**config.mk**
```make
export PLATFORM = sky130hd
export DESIGN_NAME = if_id_skid
export DESIGN_NICKNAME = d
export VERILOG_FILES = /design/src/rtl/if_id_skid_pkg.sv /design/src/rtl/if_id_skid_skid_reg.sv /design/src/rtl/if_id_skid.sv
export SDC_FILE = /design/constraint.sdc
export NUM_CORES = 1
export LEC_CHECK = 0
export CORE_UTILIZATION = 45
export CTS_BUF_LIST = sky130_fd_sc_hd__clkbuf_8
export CTS_CLUSTER_DIAMETER = 100
export DETAILED_ROUTE_END_ITERATION = 7
export MAX_ROUTING_LAYER = met4
export PLACE_DENSITY = 0.78
export SLEW_MARGIN = 15
export SYNTH_ARGS = -nofsm -noshare
export SYNTH_HDL_FRONTEND = slang
export SYNTH_HIERARCHICAL = 1
export SYNTH_SLANG_ARGS = --single-unit
export TNS_END_PERCENT = 1
```
**constraint.sdc**
```tcl
create_clock -name clk -period 10.96 [get_ports clk]
set_input_delay 2.74 -clock clk [delete_from_list [all_inputs] [get_ports clk]]
set_output_delay 2.74 -clock clk [all_outputs]
set_load 0.01 [all_outputs]
```
**src/rtl/if_id_skid_pkg.sv**
```systemverilog
// Shared IF/ID constants, occupancy state view and a small occupancy helper.
package if_id_skid_pkg;

  localparam int IF_ID_AW = 32;
  localparam int IF_ID_IW = 32;

  // Instruction presented to decode whenever the stage holds nothing.
  localparam logic [31:0] INST_NOP = 32'h0000_0013;

  // The buffer state is implicit in {main_v, skid_v}; this enum names it.
  typedef enum logic [1:0] {
    OCC_EMPTY = 2'b00,
    OCC_BAD   = 2'b01,
    OCC_ONE   = 2'b10,
    OCC_FULL  = 2'b11
  } occ_state_e;

  function automatic logic [1:0] occ_count(input logic main_v, input logic skid_v);
    return {1'b0, main_v} + {1'b0, skid_v};
  endfunction

endpackage

```
**src/rtl/if_id_skid_skid_reg.sv**
```systemverilog
// Generic DW-wide two-entry valid/ready skid buffer with flush.
// in_ready is taken straight from a flop, so the upstream never sees a
// combinational path from out_ready.
module skid_reg
  import if_id_skid_pkg::*;
#(
  parameter int DW = 64
) (
  input  logic          clk,
  input  logic          rst,
  input  logic          flush,
  input  logic          in_valid,
  output logic          in_ready,
  input  logic [DW-1:0] in_data,
  output logic          out_valid,
  input  logic          out_ready,
  output logic [DW-1:0] out_data,
  output logic [1:0]    occupancy
);

  logic          main_v;
  logic          skid_v;
  logic [DW-1:0] main_d;
  logic [DW-1:0] skid_d;
  logic          push;
  logic          pop;
  occ_state_e    state;

  assign in_ready  = ~skid_v;
  assign push      = in_valid & in_ready;
  assign pop       = main_v & out_ready;
  assign out_valid = main_v;
  assign out_data  = main_d;
  assign occupancy = occ_count(main_v, skid_v);
  assign state     = occ_state_e'({main_v, skid_v});

  // Valid flags: reset beats flush beats the normal fill/drain update.
  always_ff @(posedge clk) begin
    if (rst) begin
      main_v <= 1'b0;
      skid_v <= 1'b0;
    end else if (flush) begin
      main_v <= 1'b0;
      skid_v <= 1'b0;
    end else if (!main_v) begin
      if (push) main_v <= 1'b1;
    end else if (!skid_v) begin
      if (push && !pop) skid_v <= 1'b1;
      else if (!push && pop) main_v <= 1'b0;
    end else if (pop) begin
      skid_v <= 1'b0;
    end
  end

  // Payload registers only load on a push or skid-to-main move, never idle.
  always_ff @(posedge clk) begin
    if (!rst && !flush) begin
      if (!main_v) begin
        if (push) main_d <= in_data;
      end else if (!skid_v) begin
        if (push && pop) main_d <= in_data;
        else if (push) skid_d <= in_data;
      end else if (pop) begin
        main_d <= skid_d;
      end
    end
  end

  // A skid entry without a main entry would break FIFO ordering.
  skid_without_main : assert property (@(posedge clk) disable iff (rst) state != OCC_BAD);

endmodule

```
**src/rtl/if_id_skid.sv**
```systemverilog
// IF/ID pipeline stage: skid-buffered fetch-to-decode register with hold
// gating and NOP/reset-address substitution when the stage is empty.
module if_id_skid
  import if_id_skid_pkg::*;
#(
  parameter int            AW       = IF_ID_AW,
  parameter int            IW       = IF_ID_IW,
  parameter logic [IW-1:0] NOP_INST = INST_NOP,
  parameter logic [AW-1:0] RST_ADDR = '0
) (
  input  logic          clk,
  input  logic          rst,
  input  logic          flush_i,
  input  logic          hold_flag_i,
  input  logic          in_valid_i,
  output logic          in_ready_o,
  input  logic [AW-1:0] inst_addr_i,
  input  logic [IW-1:0] inst_i,
  output logic          out_valid_o,
  input  logic          out_ready_i,
  output logic [AW-1:0] inst_addr_o,
  output logic [IW-1:0] inst_o,
  output logic [1:0]    occupancy_o
);

  logic [AW+IW-1:0] in_data;
  logic [AW+IW-1:0] out_data;
  logic             core_valid;
  logic             core_ready;

  assign in_data    = {inst_addr_i, inst_i};
  assign core_ready = out_ready_i & ~hold_flag_i;

  skid_reg #(
    .DW(AW + IW)
  ) u_skid (
    .clk       (clk),
    .rst       (rst),
    .flush     (flush_i),
    .in_valid  (in_valid_i),
    .in_ready  (in_ready_o),
    .in_data   (in_data),
    .out_valid (core_valid),
    .out_ready (core_ready),
    .out_data  (out_data),
    .occupancy (occupancy_o)
  );

  assign out_valid_o = core_valid;
  assign inst_o      = core_valid ? out_data[IW-1:0] : NOP_INST;
  assign inst_addr_o = core_valid ? out_data[AW+IW-1:IW] : RST_ADDR;

endmodule

```
==> impl_summary.md <==
Run status
The flow ran to the end, and the final reports show no timing, DRC or antenna violations.

Critical path
The kind of cell with the highest combined delay along the critical path is flip-flops. The kind of capture point of the worst setup path is a primary output. On the worst path, the slowest cell contributes a delay of 1.03 ns. STA classifies the critical path startpoint as a flop.

The cell type of the slowest stage on the worst timing path is sky130_fd_sc_hd__dfxtp_2. Traced cell by cell, the critical path runs through ha_1 > inv_1 > clkdlybuf4s50_1. The type of the setup path with the least slack is flop to primary output. Along the worst path, the maximum fanout reaches 71. The count of buffering cells on the critical path with inverters included is 2. The data required time at the worst endpoint is 8.22 ns.

The arrival time at the worst endpoint is 2.40 ns.

STA
For this run, the top clock speed supported by timing is 195 MHz. The final period utilization is 46.9%. The final-report max-slew violation count is 0. Measured against its own limit, the worst slew margin works out to 29.3%. The clock skew is 0.00783 ns. After layout, the minimum clock period comes to 5.14 ns. Setup repair after global routing left no endpoint under its margin. The setup TNS is 0 ns. The number of endpoints failing setup at the final stage is 0. For the pin with the worst max-slew slack, the measured transition is 1.06 ns. Setup slack on the critical path of the routed design comes to 5.82 ns. The hold violation total from the final report is 0.

Clock network
TritonCTS built the clock tree. Clock-pin slew was measured on the worst setup and hold paths at 0.06 ns. The count of instances resized after the clock tree is built is 0. The TritonCTS buffer count is 17. Counting every sink on the clock net gives 130. The number of buffers inserted by hold repair at cts is 0. The master cell of the clock root buffer is sky130_fd_sc_hd__clkbuf_8. At the later pin of the worst-skew pair, clock insertion delay measures 0.42 ns. No sink is reached through more buffers than the 2 on the longest clock path.

The H-tree depth reported by CTS is 4. The post-CTS repair timing setup buffer count is 0.

Final layout
The net count of the finished layout is 506. The layout cell share with drive strength beyond 1 is 33.1%. Compared with the post-synthesis result, the final layout area differs by 33.4%. The count of inserted antenna diode cells is 0. Registers take 3880 µm². The area occupied by multi-input gates is 1340 µm². The count of filler cells inserted in the layout is 892.

Logic synthesis
The number of nets handed over by synthesis was 360. After synthesis, the netlist uses 21 different library cells. The cell taking the most area after synthesis is sky130_fd_sc_hd__edfxtp_1. The mapped netlist covers 5330 µm². Counting flops and latches in the post-synthesis netlist gives 130. The synthesized instance count is 288. Each instance of the synthesized netlist takes up on average 18.5 µm². Of the post-synthesis cell area, the dominant cell type holds 72.1%.

Sequential elements use 72.8% of the synthesized area. The Yosys warning count is 6. By area the synthesized netlist is led by sky130_fd_sc_hd__edfxtp_1, sky130_fd_sc_hd__mux2_2, sky130_fd_sc_hd__and2_2.

GRT
The via count of the first global-routing pass is 3103. In the global route stage, overall resource usage came out at 17.4%. After global routing the overflow that remains totals 0. Entering global routing, the biggest net connects 72 pins. The number of antenna violations at the first check in global routing is 0. The first-pass GRT wire length is 16000 µm.

Route
After detailed routing, the number of remaining DRC violations is 0. The mean number of vias per cell is 4.99. The number of DRC violations after detailed-routing iteration 0 is 119. The first-pass detailed-route iteration total is 6. The routed length per instance is 16.6 µm.

The total via count in the routed design is 2928. Once detail routing completed, the nets flagged for antenna violations numbered 0. For this block, the routed nets add up to 9720 µm of wire.

Floorplan
The core region is 11500 µm². The row count is 39. The die covers 12300 µm². In this run the vertical extent of the chip is 111 µm. For this configuration, the core starts out at a cell density of 46.5%. The floorplan die width is 111 µm. 138 I/O pins were placed.

Power
The worst ir drop on vdd is 0.0000787 V. Summed over all cells, the static leakage comes to 0.00246 µW. The power per standard cell area is 136 nW/µm².

Worst hold path
The classification of the worst-slack hold path is flop to flop.

Place
OpenSTA, run right after detailed placement, puts the worst setup slack at 5.95 ns. The estimated wirelength of the detail-placed design is 5840 µm. Port buffering added 137 buffers.

The final weighted congestion of routability-driven global placement is 0.722.

Job
The count of max-cap constraint violations is 0.
[report_power, final]
part | internal (µW) | switching (µW) | total (µW) | leakage [µW]
Combinational | 48.3 | 25.7 | 74.0 | 0.00112
Clock | 168 | 165 | 333 | 0.000161
Sequential | 558 | 4.89 | 563 | 0.00118
Total | 774 | 196 | 970 | 0.00246
[cell usage after synthesis]
master                       n
sky130_fd_sc_hd__a21oi_1     3
sky130_fd_sc_hd__ha_1        2
sky130_fd_sc_hd__or2b_1      3
sky130_fd_sc_hd__inv_1       3
sky130_fd_sc_hd__a21o_1      2
sky130_fd_sc_hd__nand2b_1    1
sky130_fd_sc_hd__nand2_1     1
sky130_fd_sc_hd__and2_1      6
sky130_fd_sc_hd__clkbuf_8    6
sky130_fd_sc_hd__nor2b_1     1
sky130_fd_sc_hd__clkbuf_2    6
sky130_fd_sc_hd__and2_2     55
sky130_fd_sc_hd__nor3b_1     1
sky130_fd_sc_hd__nand2_4     1
sky130_fd_sc_hd__dfxtp_1     2
sky130_fd_sc_hd__mux2_2     59
sky130_fd_sc_hd__mux2_4      5
sky130_fd_sc_hd__edfxtp_1  128
sky130_fd_sc_hd__or2_2       1
sky130_fd_sc_hd__a211o_1     1
sky130_fd_sc_hd__nor4_1      1
[layout make-up]
class                           instances  area share, %
Tap cell                              143           2.51
Inverter                                3          0.158
Multi-Input combinational cell        143           18.9
Clock inverter                         12           1.09
Sequential cell                       130           54.6
Timing Repair Buffer                  139           19.5
Clock buffer                           17           3.29
[layer usage]
| metal | global-route usage (%) | wire (µm) | up-vias |
|---|---|---|---|
| met5 | - | 0 | - |
| met4 | 7.47 | 125 | 0 |
| met3 | 4.54 | 512 | 13 |
| met2 | 26.2 | 4690 | 120 |
| met1 | 22.5 | 4400 | 1436 |
| li1 | - | - | 1359 |
[metrics by stage]
stage / util [%] / instance area (µm²) / hold WS [ns] / total power [µW] / cells
global placement: 59.3 / 6800 / 0.529 / 646 / 558
detailed placement: 59.3 / 6800 / 0.535 / 648 / 558
floorplan: - / 5330 / 0.525 / 601 / 288
global route: 62.0 / 7110 / 0.560 / 1010 / 587
finish: 62.0 / 7110 / 0.550 / 970 / 587
CTS: 62.0 / 7110 / 0.551 / 982 / 587
[layout by cell type (no fill, tap or decap)]
cell and count:
sky130_fd_sc_hd__mux2_4 5, sky130_fd_sc_hd__clkinvlp_4 1, sky130_fd_sc_hd__clkbuf_8 17, sky130_fd_sc_hd__clkdlybuf4s50_1 137
sky130_fd_sc_hd__a21oi_1 2, sky130_fd_sc_hd__edfxtp_1 128, sky130_fd_sc_hd__nand2_1 1, sky130_fd_sc_hd__or2b_1 3
sky130_fd_sc_hd__or2_2 1, sky130_fd_sc_hd__and2_2 55, sky130_fd_sc_hd__a211o_1 1, sky130_fd_sc_hd__dfxtp_1 1
sky130_fd_sc_hd__a21o_1 2, sky130_fd_sc_hd__buf_4 2, sky130_fd_sc_hd__nand2_4 1, sky130_fd_sc_hd__nor3b_1 1
sky130_fd_sc_hd__dfxtp_2 1, sky130_fd_sc_hd__inv_1 4, sky130_fd_sc_hd__bufinv_16 1, sky130_fd_sc_hd__ha_1 2
sky130_fd_sc_hd__nor4_2 1, sky130_fd_sc_hd__and2_1 6, sky130_fd_sc_hd__nand2b_1 1, sky130_fd_sc_hd__a21oi_4 1
sky130_fd_sc_hd__nor2b_1 1, sky130_fd_sc_hd__clkinv_2 2, sky130_fd_sc_hd__clkinv_1 7, sky130_fd_sc_hd__mux2_2 59
[worst reg2reg max path: stages, from the launching register on]
cell and delay, ns:
sky130_fd_sc_hd__dfxtp_2 1.03, sky130_fd_sc_hd__inv_1 0.22, sky130_fd_sc_hd__a211o_1 0.37, sky130_fd_sc_hd__a21oi_4 0.12
sky130_fd_sc_hd__buf_4 0.67
[state kept, by name (all words and copies together), names as in the netlist]
signal,cells
u_skid/skid_d,64
u_skid/skid_v,1
u_skid/out_valid,1
u_skid/out_data,64
[final timing paths]
kind	to	start	cells past startpoint	slack, ns
setup reg to reg	u_skid/out_data[4]$_DFFE_PP_	u_skid/out_valid$_SDFF_PP0_	4	8.12
hold / removal	u_skid/out_data[38]$_DFFE_PP_	u_skid/skid_d[38]$_DFFE_PP_	1	0.55
hold reg to reg	u_skid/out_data[38]$_DFFE_PP_	u_skid/skid_d[38]$_DFFE_PP_	1	0.55
setup / recovery	occupancy_o[0]	u_skid/out_valid$_SDFF_PP0_	3	5.82
[cell families (layout without fill, tap and decap cells)]
family                   after synthesis  after routing  synth area share, %
AO/OA/AOI/OAI                          6              6                0.727
adder cells (fa/ha/maj)                2              2                0.469
buffers and inverters                 15            171                 2.32
flip-flops                           130            130                 72.8
multiplexers                          64             64                 13.9
AND/OR/NAND/NOR                       71             71                 9.76
Note: power is estimated with default switching activity, not from simulation.
